===== config.mk =====
export PLATFORM = sky130hd
export DESIGN_NAME = pool_out_writer_flat
export DESIGN_NICKNAME = d
export VERILOG_FILES = /design/src/rtl/pool_out_writer_if.sv /design/src/rtl/pool_out_writer.sv /design/src/flat_wrapper.sv
export SDC_FILE = /design/constraint.sdc
export NUM_CORES = 1
export LEC_CHECK = 0
export CAP_MARGIN = 20
export CORE_MARGIN = 10
export CORE_UTILIZATION = 40
export DETAILED_ROUTE_END_ITERATION = 8
export GPL_TIMING_DRIVEN = 0
export PLACE_DENSITY = 0.59
export SLEW_MARGIN = 20
export SYNTH_ARGS = -nofsm -noshare
export SYNTH_HDL_FRONTEND = slang
export SYNTH_SLANG_ARGS = --single-unit

===== constraint.sdc =====
create_clock -name clk -period 8.11 [get_ports clk]
set_input_delay 1.622 -clock clk [delete_from_list [all_inputs] [get_ports clk]]
set_output_delay 1.622 -clock clk [all_outputs]
set_load 0.1 [all_outputs]

===== src/rtl/pool_out_writer_if.sv =====
// Write bus between the pooled-pixel writer and the output feature-map SRAM.
// The writer drives request, address and packed data; the SRAM returns ready.
interface pool_out_writer_if #(
  parameter int DATA_W = 16,
  parameter int PACK   = 2,
  parameter int ADDR_W = 8
);
  logic                     mem_wr_en;
  logic [ADDR_W-1:0]        mem_addr;
  logic [PACK*DATA_W-1:0]   mem_wdata;
  logic                     mem_ready;

  modport master (output mem_wr_en, output mem_addr, output mem_wdata, input mem_ready);
  modport slave  (input mem_wr_en, input mem_addr, input mem_wdata, output mem_ready);
endinterface


===== src/rtl/pool_out_writer.sv =====
// Pooled-pixel writer: buffers pixels from the max-pooling stage in a small
// FIFO, packs PACK pixels per SRAM word (pixel 0 in the LSBs) and writes the
// words to row-major addresses starting at the frame base. A frame is armed by
// start and closed by pooling_finish with a single frame_done pulse.
module pool_out_writer #(
  parameter int DATA_W     = 16,
  parameter int OUT_W      = 14,
  parameter int OUT_H      = 14,
  parameter int PACK       = 2,
  parameter int ADDR_W     = 8,
  parameter int FIFO_DEPTH = 4
) (
  input  logic              clk,
  input  logic              rst,
  input  logic              start_i,
  input  logic [ADDR_W-1:0] base_addr_i,
  input  logic              pool_done_i,
  input  logic [DATA_W-1:0] pool_data_i,
  input  logic              pooling_finish_i,
  pool_out_writer_if.master mem,
  output logic              busy_o,
  output logic              frame_done_o,
  output logic              overflow_err_o,
  output logic              short_frame_err_o
);

  localparam int TOTAL  = OUT_W * OUT_H;
  localparam int CNT_W  = $clog2(TOTAL + 1);
  localparam int COL_W  = (OUT_W > 1) ? $clog2(OUT_W) : 1;
  localparam int LANE_W = (PACK > 1) ? $clog2(PACK) : 1;
  localparam int PTR_W  = (FIFO_DEPTH > 1) ? $clog2(FIFO_DEPTH) : 1;
  localparam int WORD_W = PACK * DATA_W;

  localparam logic [CNT_W-1:0]  TOTAL_C   = CNT_W'(TOTAL);
  localparam logic [COL_W-1:0]  COL_LAST  = COL_W'(OUT_W - 1);
  localparam logic [LANE_W-1:0] LANE_LAST = LANE_W'(PACK - 1);
  localparam logic [PTR_W:0]    FILL_FULL = (PTR_W + 1)'(FIFO_DEPTH);

  typedef enum logic [1:0] {S_IDLE, S_COLLECT, S_DRAIN, S_DONE} state_t;

  state_t state_q, state_d;

  // Pixel FIFO
  logic [DATA_W-1:0] fifo_mem [FIFO_DEPTH];
  logic [PTR_W-1:0]  wr_ptr_q, rd_ptr_q;
  logic [PTR_W:0]    fill_q, fill_d;

  // Frame counters and packer
  logic [CNT_W-1:0]  cnt_q, cnt_d;     // pixels accepted into this frame
  logic [COL_W-1:0]  col_q;            // column of the next pixel to pack
  logic [LANE_W-1:0] lane_q;           // lane of the next pixel to pack
  logic [WORD_W-1:0] acc_q, acc_next;  // partially packed word
  logic [ADDR_W-1:0] waddr_q;          // address of the word being packed

  // Closed word waiting for the SRAM
  logic [WORD_W-1:0] wdata_q;
  logic [ADDR_W-1:0] addr_q;
  logic              pend_q, pend_d;

  logic ovf_q, short_q;

  logic fifo_empty, fifo_full, word_free, push_req, push, pop;
  logic close, flush, load, arm, enter_drain;

  // Datapath handshakes: FIFO push/pop, word closing and the pending-write flag.
  always_comb begin
    // NOTE: every signal gets a default before any branch, so no path can leave a latch behind.
    acc_next   = acc_q;
    fifo_empty = (fill_q == '0);
    fifo_full  = (fill_q == FILL_FULL);
    word_free  = !pend_q || mem.mem_ready;
    pop        = !fifo_empty && word_free;
    push_req   = (state_q == S_COLLECT) && pool_done_i;
    push       = push_req && (cnt_q != TOTAL_C) && (!fifo_full || pop);
    close      = (lane_q == LANE_LAST) || (col_q == COL_LAST);
    flush      = (state_q == S_DRAIN) && fifo_empty && (lane_q != '0) && word_free;
    load       = (pop && close) || flush;
    if (pop) acc_next[int'(lane_q)*DATA_W +: DATA_W] = fifo_mem[rd_ptr_q];
    cnt_d      = push ? cnt_q + CNT_W'(1) : cnt_q;
    fill_d     = fill_q;
    if (push && !pop)      fill_d = fill_q + (PTR_W + 1)'(1);
    else if (!push && pop) fill_d = fill_q - (PTR_W + 1)'(1);
    if (load)                fill_d = fill_d;
    pend_d     = pend_q;
    if (load)                pend_d = 1'b1;
    else if (mem.mem_ready)  pend_d = 1'b0;
  end

  // Frame sequencing: next state and the state-decoded status outputs.
  always_comb begin
    state_d      = state_q;
    arm          = 1'b0;
    enter_drain  = 1'b0;
    case (state_q)
      S_IDLE: begin
        if (start_i) begin
          state_d = S_COLLECT;
          arm     = 1'b1;
        end
      end
      S_COLLECT: begin
        if (pooling_finish_i) begin
          state_d     = S_DRAIN;
          enter_drain = 1'b1;
        end
      end
      S_DRAIN: begin
        if (fifo_empty && (lane_q == '0) && !pend_q) state_d = S_DONE;
      end
      S_DONE:  state_d = S_IDLE;
      default: state_d = S_IDLE;
    endcase
    busy_o       = (state_q == S_COLLECT) || (state_q == S_DRAIN);
    frame_done_o = (state_q == S_DONE);
  end

  assign mem.mem_wr_en      = pend_q;
  assign mem.mem_addr       = addr_q;
  assign mem.mem_wdata      = wdata_q;
  assign overflow_err_o     = ovf_q;
  assign short_frame_err_o  = short_q;

  // FIFO storage: written on an accepted push, read through rd_ptr_q.
  // NOTE: the storage array has no reset; the pointers and fill count alone decide what is valid.
  always_ff @(posedge clk) begin
    if (push) fifo_mem[wr_ptr_q] <= pool_data_i;
  end

  // FSM state register.
  always_ff @(posedge clk or posedge rst) begin
    if (rst) state_q <= S_IDLE;
    else     state_q <= state_d;
  end

  // Pointers, counters, packer, word register and sticky error flags.
  always_ff @(posedge clk or posedge rst) begin
    if (rst) begin
      wr_ptr_q <= '0;
      rd_ptr_q <= '0;
      fill_q   <= '0;
      cnt_q    <= '0;
      col_q    <= '0;
      lane_q   <= '0;
      acc_q    <= '0;
      waddr_q  <= '0;
      wdata_q  <= '0;
      addr_q   <= '0;
      pend_q   <= 1'b0;
      ovf_q    <= 1'b0;
      short_q  <= 1'b0;
    end else begin
      // NOTE: sequential state uses non-blocking assignments so every register sees pre-edge values.
      fill_q <= fill_d;
      cnt_q  <= cnt_d;
      pend_q <= pend_d;
      if (push) wr_ptr_q <= wr_ptr_q + PTR_W'(1);
      if (pop) begin
        rd_ptr_q <= rd_ptr_q + PTR_W'(1);
        col_q    <= (col_q == COL_LAST) ? '0 : col_q + COL_W'(1);
      end
      if (load) begin
        wdata_q <= acc_next;
        addr_q  <= waddr_q;
        waddr_q <= waddr_q + ADDR_W'(1);
        acc_q   <= '0;
        lane_q  <= '0;
      end else if (pop) begin
        acc_q  <= acc_next;
        lane_q <= lane_q + LANE_W'(1);
      end
      if (push_req && !push) ovf_q <= 1'b1;
      if (enter_drain && (cnt_d < TOTAL_C)) short_q <= 1'b1;
      if (arm) begin
        cnt_q   <= '0;
        col_q   <= '0;
        lane_q  <= '0;
        acc_q   <= '0;
        waddr_q <= base_addr_i;
        ovf_q   <= 1'b0;
        short_q <= 1'b0;
      end
    end
  end

endmodule

===== src/flat_wrapper.sv =====
// flat-port wrapper written by rule: the top's interface ports become plain ports
module pool_out_writer_flat 
#(
  parameter int DATA_W     = 16,
  parameter int OUT_W      = 14,
  parameter int OUT_H      = 14,
  parameter int PACK       = 2,
  parameter int ADDR_W     = 8,
  parameter int FIFO_DEPTH = 4
)
  (clk, rst, start_i, base_addr_i, pool_done_i, pool_data_i, pooling_finish_i, busy_o, frame_done_o, overflow_err_o, short_frame_err_o, mem_mem_wr_en, mem_mem_addr, mem_mem_wdata, mem_mem_ready);
  pool_out_writer_if #(.DATA_W(DATA_W), .PACK(PACK), .ADDR_W(ADDR_W)) mem_i ();
  input  logic clk;
  input  logic rst;
  input  logic start_i;
  input  logic [ADDR_W-1:0] base_addr_i;
  input  logic pool_done_i;
  input  logic [DATA_W-1:0] pool_data_i;
  input  logic pooling_finish_i;
  output logic busy_o;
  output logic frame_done_o;
  output logic overflow_err_o;
  output logic short_frame_err_o;
  output wire logic [$bits(mem_i.mem_wr_en)-1:0] mem_mem_wr_en;
  output wire logic [$bits(mem_i.mem_addr)-1:0] mem_mem_addr;
  output wire logic [$bits(mem_i.mem_wdata)-1:0] mem_mem_wdata;
  input wire logic [$bits(mem_i.mem_ready)-1:0] mem_mem_ready;
  assign mem_mem_wr_en = mem_i.mem_wr_en;
  assign mem_mem_addr = mem_i.mem_addr;
  assign mem_mem_wdata = mem_i.mem_wdata;
  assign mem_i.mem_ready = mem_mem_ready;
  pool_out_writer #(.DATA_W(DATA_W), .OUT_W(OUT_W), .OUT_H(OUT_H), .PACK(PACK), .ADDR_W(ADDR_W), .FIFO_DEPTH(FIFO_DEPTH)) u_core (.clk(clk), .rst(rst), .start_i(start_i), .base_addr_i(base_addr_i), .pool_done_i(pool_done_i), .pool_data_i(pool_data_i), .pooling_finish_i(pooling_finish_i), .mem(mem_i), .busy_o(busy_o), .frame_done_o(frame_done_o), .overflow_err_o(overflow_err_o), .short_frame_err_o(short_frame_err_o));
endmodule

-- Word level (Yosys, flattened, before mapping)
Memory sizes are Yosys's and may differ from the RTL's.
Index checks and enable logic that the tools add are counted.
- logic and storage cells: 104
- output and inout port bits: 45
- input bits: 30
- memory bits (writable): 64
- memories kept: 1
- flip-flop bits (word level): 105
- bitwise operators: 1
- add/subtract/negate cells: 9
- multiplexer cells: 33
- shift operators: 2
- equal/unequal tests: 9
- $lt $le $gt $ge: 1
- reductions and logical operators: 34
- memory list (memory ; words ; width ; rd ports ; clocked after Yosys merged registers in ; wr ports ; line ; source):
    u_core.fifo_mem ; 4 ; 16 ; 1 ; 0 ; 1 ; pool_out_writer.sv:44 ; logic [DATA_W-1:0] fifo_mem [FIFO_DEPTH];
- operators with widths (cell ; number):
    2-to-1 mux 32 bit ; 4
    negation 5 -> 33 bit ; 1
    variable shift 16 x 33 -> 32 bit, first input constant ; 1
    variable part select 16 x 33 -> 32 bit ; 1
    bitwise mux 32 bit ; 1
    2-to-1 mux 8 bit ; 4
    adder 8 x 1 -> 8 bit, second input constant ; 2
    2-to-1 mux 1 bit ; 15
    logical AND 1 bit ; 14
    2-to-1 mux 4 bit ; 3
    nonzero test 2 bit ; 6
    less-than comparator 8 bit, second input constant ; 1
    != test 8 bit, second input constant ; 1
    case mux 2 bit (4 select lines) ; 1
    2-to-1 mux 2 bit ; 3
    2-to-1 mux 3 bit ; 2
    != test 2 bit, second input constant ; 3
    logical NOT 1 bit ; 5
    logical OR 1 bit ; 5
    adder 2 x 1 -> 2 bit, second input constant ; 2
    adder 4 x 1 -> 4 bit, second input constant ; 1
    equality test 2 bit, second input constant ; 2
    equality test 4 bit, second input constant ; 1
    adder 3 x 1 -> 3 bit, second input constant ; 1
    9 further kinds ; 9

-- Depth between registers and ports, before layout
Gate-level depths: netlist of run 1.
- depth after elaboration: 10
- mapped depth: 13
- gate-level depth less buffers: 11

-- Least setup slack after synthesis of run 1
No wires, ideal clock.
- path kind: input to register
- from: input port mem_mem_ready
- to: register u_core.fill_q[1]
- stages on the path: 8
- path buffers: 1
- slack: 4657 ps
- data required time: 7985 ps
- data arrival time: 3328 ps
- setup time: 125 ps
- path through: nor4b_2 > a21oi_1 > and2_1 > buf_2 > ha_1 > inv_1 > fa_1 > mux2_2
- elaborated cells between the ends (all ways): 10
- those cells by class: mux (1); reduce/logical (9)
- RTL lines (item ; line ; source):
    start, declared ; flat_wrapper.sv:27 ; input wire logic [$bits(mem_i.mem_ready)-1:0] mem_mem_ready;
    logical OR 1 bit * ; pool_out_writer.sv:71 ; word_free = !pend_q || mem.mem_ready;
    logical AND 1 bit * ; pool_out_writer.sv:72 ; pop = !fifo_empty && word_free;
    logical OR 1 bit ; pool_out_writer.sv:74 ; push = push_req && (cnt_q != TOTAL_C) && (!fifo_full || pop);
    logical AND 1 bit ; pool_out_writer.sv:74 ;
    logical AND 1 bit * ; pool_out_writer.sv:81 ; if (push && !pop) fill_d = fill_q + (PTR_W + 1)'(1);
    2-to-1 mux 3 bit * ; pool_out_writer.sv:81 ;
    via u_core.fill_d[1] ; pool_out_writer.sv:46 ; logic [PTR_W:0] fill_q, fill_d;
    end signal, assigned ; pool_out_writer.sv:153 ; fill_q <= fill_d;
    end, declared ; pool_out_writer.sv:46 ;
Mark *: on every way through the listed nets, which the timed path passes. The rest lies on a longest branch.
A chain may end at the register's enable or synchronous reset.

-- Worst setup path in the final report of run 1
- from: register u_core.state_q[0]
- to: output port busy_o
- longest elaborated chain between the ends: 2
- elaborated cells between the ends (all ways): 3
- those cells by class: eq/ne (2); reduce/logical (1)
- RTL lines (item ; line ; source):
    start, declared ; pool_out_writer.sv:41 ; state_t state_q, state_d;
    start signal, assigned ; pool_out_writer.sv:132 ; else state_q <= state_d;
    equality test 2 x 1 -> 1 bit or equality test 2 bit (tied branches) ; pool_out_writer.sv:113 ; busy_o = (state_q == S_COLLECT) || (state_q == S_DRAIN);
    logical OR 1 bit * ; pool_out_writer.sv:113 ;
    end, declared ; flat_wrapper.sv:20 ; output logic busy_o;
Every way passes the cells marked *; elsewhere a longest branch is shown, timed or not.

==> results of run 1 <==
==> power breakdown <==
group / switching, W / total (W) / leakage, nW / internal (W)
sequential: 0.000142 / 0.00126 / 1.94 / 0.00112
combinational: 0.00133 / 0.00191 / 1.41 / 0.000574
clock: 0.000349 / 0.000780 / 0.271 / 0.000431
total: 0.00182 / 0.00395 / 3.61 / 0.00212
==> worst paths after layout <==
check	endpoint	cells after the start	from	slack (ps)
hold / removal	u_core.mem.mem_addr[5]	2	u_core.mem.mem_addr[5]	470
setup / recovery	busy_o	3	u_core.state_q[0]	4130
setup reg to reg	u_core.fill_q[2]	12	u_core.state_q[1]	5230
hold reg to reg	u_core.mem.mem_addr[5]	2	u_core.mem.mem_addr[5]	470
min in group asynchronous	u_core.mem.mem_addr[1]	2	rst	1580
max in group asynchronous	u_core.acc_q[12]	3	rst	5870
==> cell type report <==
cell class                      count  area share (%)
Timing Repair Buffer               75           8.733
Multi-Input combinational cell    358           27.48
Tap cell                          225           3.200
Clock buffer                       19           4.921
Buffer                             29           1.806
Clock inverter                     13           1.508
Inverter                           13          0.6400
Sequential cell                   169           51.71
==> through the flow <==
stage / util, % / instance area, µm² / cells
floorplan: - / 7177 / 569
global placement: 47.08 / 8199 / 868
detailed placement: 47.26 / 8232 / 869
CTS: 50.51 / 8797 / 901
global route: 50.51 / 8797 / 901
finish: 50.51 / 8797 / 901
==> tightest hold or removal path, stage by stage (launching register included) <==
cell,delay [ps]
dfrtp_1,340
nand2_1,50
nand2_1,50
==> cell families after synthesis <==
logic type	synth area share (%)
flip-flops	63.39
XOR/XNOR	2.441
buffers and inverters	2.929
multiplexers	9.780
adder cells (fa/ha/maj)	2.894
AO/OA/AOI/OAI	7.532
AND/OR/NAND/NOR	11.04
==> routing by layer <==
layer / routed length (µm) / vias up / global-route usage, % / share of wire, %
met2: 7511 / 104 / 21.84 / 48
li1: - / 2194 / - / -
met3: 679 / 25 / 3.515 / 4.3
met1: 7150 / 2317 / 16.89 / 46
met5: 0 / - / 0 / 0
met4: 293 / 0 / 4.993 / 1.9
==> state kept, by name, summed over array words and instances (netlist names), 2 cells and up <==
register              cells
u_core.acc_q             32
u_core.wr_ptr_q           2
u_core.state_q            2
u_core.col_q              4
u_core.waddr_q            8
u_core.cnt_q              8
u_core.fifo_mem          64
u_core.mem.mem_wdata     32
u_core.rd_ptr_q           2
u_core.mem.mem_addr       8
u_core.fill_q             3
==> synthesized netlist by cell type, types with 2 or more instances <==
cell and instances:
buf_6 5, nand3_1 4, and2_1 4, xor2_1 10, a311oi_1 3, mux4_2 16
a31oi_1 2, nand3b_1 2, clkbuf_1 13, o21ai_0 25, xnor2_1 10, dfrtp_1 105
inv_1 12, nor3_1 4, nand4_1 3, edfxtp_1 64, nand2_1 113, ha_1 15
mux2i_1 33, a21oi_1 8, buf_2 7, or3_4 2, nor4b_2 2, buf_1 3
nor2_1 20, o21ai_1 53, and3_1 9
==> metrics.md, run 1 <==
| Metric | Value |
|---|---|
| Status | complete, no violations |
| CTS tree | yes |
| Reg clk slew, reported paths | around 60 ps |
| First-pass GRT wire length | between 20,000 and 30,000 µm |
| CP max stage delay | 1130 ps |
| Top delay family on crit path | buffers and inverters |
| Deepest clock path buffer count | 2 |
| Number of synthesized flops with an enable pin | 64 |
| Grt total ovfl | 0 |
| Row cnt | 48 |
| Pleak | 3.614 nW |
| Clock Latency Late Sink | about 430 ps |
| Worst Max-Slew Pin Slew | 998.7 ps |
| Synth top area share | 36.61% |
| Sequence of cells on the critical path | inv_1 > ha_1 > clkdlybuf4s50_1 |
| Dpl ws | between 3000 and 4000 ps |
| Slew Limit Headroom | 33.21% |
| CTS buffer count | 17 |
| Starting Density | 41.21% |
| Initial antenna violation count | 0 |
| Critical-path maximum fanout | 4 |
| Register area share after synthesis | 63.39% |
| Cell taking the most area after synthesis | dfrtp_1 |
| Maxcap violations | 0 |
| Via count | 4,640 |
| Pwr dens | approximately 450 nW/µm² |
| Width of the die | 154.0 µm |
| Fin crit share | 49.04% |
| Slowest-stage cell, CP | clkdlybuf4s50_1 |
| Fillers | 1,522 |
| Die Height | 154.0 µm |
| Gr usage total | 13.47% |
| Worst Setup Start Kind | flop |
| Post-DP HPWL | 11,070 µm |
| CP endpoint kind | output pin |
| DRT Wirelength | 15,640 µm |
| Post-CTS sizing | 0 |
| Post-synth ARST share | 62.13% |
| RSZ-0062 raised after global routing | no |
| Slew Viols, Final | 0 |
| Setup TNS | 0 ps |
| Total power draw | 0.003948 W |
| Yosys warns | 0 |
| Post-CTS Setup Bufs | 0 |
| Crit path arrival time | 2360 ps |
| Clock Sinks | 169 |
| FMAX | 251.4 MHz |
| Layout cell share with drive strength beyond 1 | around a tenth |
| Drt first-iter violations | 314 |
| Cell Area, Synth | between 7000 and 8000 µm² |
| Core area | around 17,000 µm² |
| Hold Violations, Final | 0 |
| Largest net degree at the start of global routing | 67 |
| Final setup fails | 0 |
| Min Hold Slack | 471.0 ps |
| Fin nets | around 710 |
| Storage cell area | 4549 µm² |
| Hold-fix buffers, CTS | 0 |
| Hold Crit Class | reg -> reg |
| DIE AREA | 23,700 µm² |
| Main synth FF type | dfrtp_1 |
| Post-Syn Nets | 615 |
| Vias in the first global route | 4,773 |
| Maximum vdd drop | about 0.00026 V |
| Fin crit period | slightly below 4000 ps |
| Post-Route Skew | 10.28 ps |
| Layout area overhead | 22.58% |
| WL per Instance | between 15 and 20 µm |
| Multi-input logic area | between 2000 and 2500 µm² |
| Commonest non-fill, non-tap cells in the layout | nand2_1 (113), dfrtp_1 (105), clkdlybuf4s50_1 (74), edfxtp_1 (64), o21ai_1 (53) |
| DRC | 0 |
| Mean post-synth cell area | 12.61 µm² |
| Synthesized instance count | roughly 570 |
| Top cells by area, synth | dfrtp_1 (37%), edfxtp_1 (27%), nand2_1 (5.9%), mux4_2 (5.0%), mux2i_1 (4.6%) |
| First-pass DRT Iterations | 5 |
| Post-synth cell types | 49 |
| GPL Wtd Cong | 0.7990 |
| Post-DRT Antenna Nets | 0 |
| Worst Path Required | 6490 ps |
| Input/output buffers | 74 |
| CTS H-Tree Depth | 4 |
| Top-level I/O count | 75 |
| Via density | 5.150 |
| Worst Path Buf+Inv | 2 |
| Root buf cell | clkbuf_16 |
| Register bit count reported by yosys | 169 |
| Worst setup path category | reg -> out |
| Diode count | 0 |
| Most common cell after layout, fill and taps aside | nand2_1 |
| Final setup margin | 4133 ps |
(Power assumes the default switching activity.)
==> run 2: changes to the inputs <==
- PLACE_DENSITY: 0.59 -> 0.61
- clock period: 8.11 -> 3.5 ns (I/O delays scaled with it)
==> run 2 against run 1 <==
Compared with the run above: register-to-register slack got worse by 4600 ps; final area rose by 0.27%; die area stayed put; hold slack gained 3.7 ps; via count decreased by 0.86%; routed wire length decreased by 1.9%; non-clock buffer count unchanged; utilization is 0.14 points higher; critical path type unchanged; largest cell class unchanged.
==> metrics.md, run 2 (synthesis results as in run 1) <==
| Metric | Value |
|---|---|
| Status | complete, no violations |
| Post-DP HPWL | 11,060 µm |
| Post-DRT Antenna Nets | 0 |
| Worst Path Required | 2800 ps |
| Drt first-iter violations | 239 |
| Largest Register | u_core.fifo_mem |
| CTS H-Tree Depth | 4 |
| Worst r2r dst | u_core.fill_q[2] |
| Die Height | 154.0 µm |
| Min Hold Slack | 474.7 ps |
| RSZ-0062 raised after global routing | no |
| WL per Instance | 17.02 µm |
| Cells on worst reg2reg path | 12 |
| First-pass DRT Iterations | 6 |
| CTS tree | yes |
| Root buf cell | clkbuf_16 |
| Worst Max-Slew Pin Slew | 997.3 ps |
| Fillers | 1,527 |
| Fin crit share | 87.48% |
| First-pass GRT wire length | approximately 25,000 µm |
| Width of the die | 154.0 µm |
| Clock Sinks | approximately 170 |
| Inst Count DP | 869 |
| CP Launch Point | u_core.state_q[0] |
| Final Non-Filler Cells | ~900 |
| Sequence of cells on the critical path | inv_1 > ha_1 > clkdlybuf4s50_1 |
| Maxcap violations | 0 |
| Largest register FFs | 64 |
| Crit Reg-Reg Startpoint | u_core.state_q[1] |
| Largest net degree at the start of global routing | 74 |
| Post-CTS Setup Bufs | 0 |
| DRT Wirelength | 15,330 µm |
| Hold-fix buffers, CTS | 0 |
| Dpl ws | 167.9 ps |
| FF-to-FF setup slack | 640 ps |
| Layout cell share with drive strength beyond 1 | 10.95% |
| Grt total ovfl | 0 |
| Critical-path maximum fanout | 4 |
| Starting Density | 41.21% |
| Hold_sp | u_core.mem.mem_addr[7] |
| Crit path arrival time | 2360 ps |
| FMAX | 326.6 MHz |
| Slew Viols, Final | 0 |
| Layout area overhead | 22.91% |
| Core area | 17,420 µm² |
| Via density | around 5.1 |
| Diode count | 0 |
| Gr usage total | 13.14% |
| Top-level I/O count | 75 |
| Commonest non-fill, non-tap cells in the layout | nand2_1 (113), dfrtp_1 (105), clkdlybuf4s50_1 (74), edfxtp_1 (64), o21ai_1 (53) |
| Deepest clock path buffer count | 2 |
| Worst Setup Start Kind | flop |
| Post-Route Skew | 10.40 ps |
| Slew Limit Headroom | 33.30% |
| Hold Violations, Final | 0 |
| Most common cell after layout, fill and taps aside | nand2_1 |
| Cell count of the worst hold path | 2 |
| Hold worst-path end | u_core.mem.mem_addr[7] |
| Hold Crit Class | reg -> reg |
| Fin nets | a little over 700 |
| Input/output buffers | 74 |
| Final setup margin | ~440 ps |
| Vias in the first global route | 4,726 |
| Via count | 4,600 |
| Fin crit period | slightly above 3000 ps |
| CP max stage delay | 1140 ps |
| DRC | 0 |
| Final setup fails | 0 |
| Post-CTS sizing | 0 |
| Slowest-stage cell, CP | clkdlybuf4s50_1 |
| Clock Latency Late Sink | roughly 430 ps |
| CTS buffer count | 17 |
| GPL Wtd Cong | between 0.8 and 0.9 |
| Reg clk slew, reported paths | 70 ps |
| Worst setup path category | reg -> out |
| CP endpoint kind | output pin |
| Row cnt | 48 |
| DIE AREA | 23,700 µm² |
| Initial antenna violation count | 0 |
run 2: changes by cell type in the layout (fill, tap and decap cells not counted), sizes merged:
| cell | previous run | this run |
|---|---|---|
| bufinv | 1 | 0 |
| clkbuf | 32 | 30 |
| clkinv | 3 | 4 |
| clkinvlp | 2 | 0 |
| inv | 20 | 24 |
run 2: per-stage QoR:
step	utilization, %	cell area (µm²)	TNS, ps
2_1_floorplan	-	7177	0
5_1_grt	50.65	8821	0
6_report	50.65	8821	0
4_1_cts	50.65	8821	0
3_3_place_gp	47.08	8199	-153340
3_5_place_dp	47.26	8232	0
run 2: final cells by class:
cell class	count	area, µm²	share of cell area [%]
Buffer	29	158.9	1.801
Clock buffer	17	425.4	4.823
Clock inverter	15	163.9	1.858
Inverter	13	56.30	0.6383
Multi-Input combinational cell	358	2417	27.40
Sequential cell	169	4549	51.57
Tap cell	225	281.5	3.191
Timing Repair Buffer	75	768.2	8.709
run 2: worst max-delay path by stage:
| stage | endpoint | cells after the start |
|---|---|---|
| 2_1_floorplan | u_core.acc_q[0] | 1 |
| 3_3_place_gp | u_core.mem.mem_wdata[6] | 2 |
| 3_5_place_dp | u_core.fill_q[2] | 11 |
| 4_1_cts | busy_o | 3 |
| 5_1_grt | u_core.fill_q[2] | 12 |
| 6_report | busy_o | 3 |
run 2: per-layer routing:
layer	GRT usage [%]	vias to the layer above	wire [µm]	share of wire, %
li1	-	2205	-	-
met1	16.88	2288	7077	46
met3	3.375	11	706	4.6
met2	20.72	96	7372	48
met5	0	-	0	0
met4	5.263	0	176	1.1
run 2: critical path, delay by kind of cell (launching register included):
kind	cells	cell delay (ps)
buffers and inverters	2	1240
DFF	1	390
adders and majority gates	1	310
Power of run 2 is left out: the tool's default activity adds up to more than one toggle a clock period on the data nets, which glitch-free logic cannot reach.
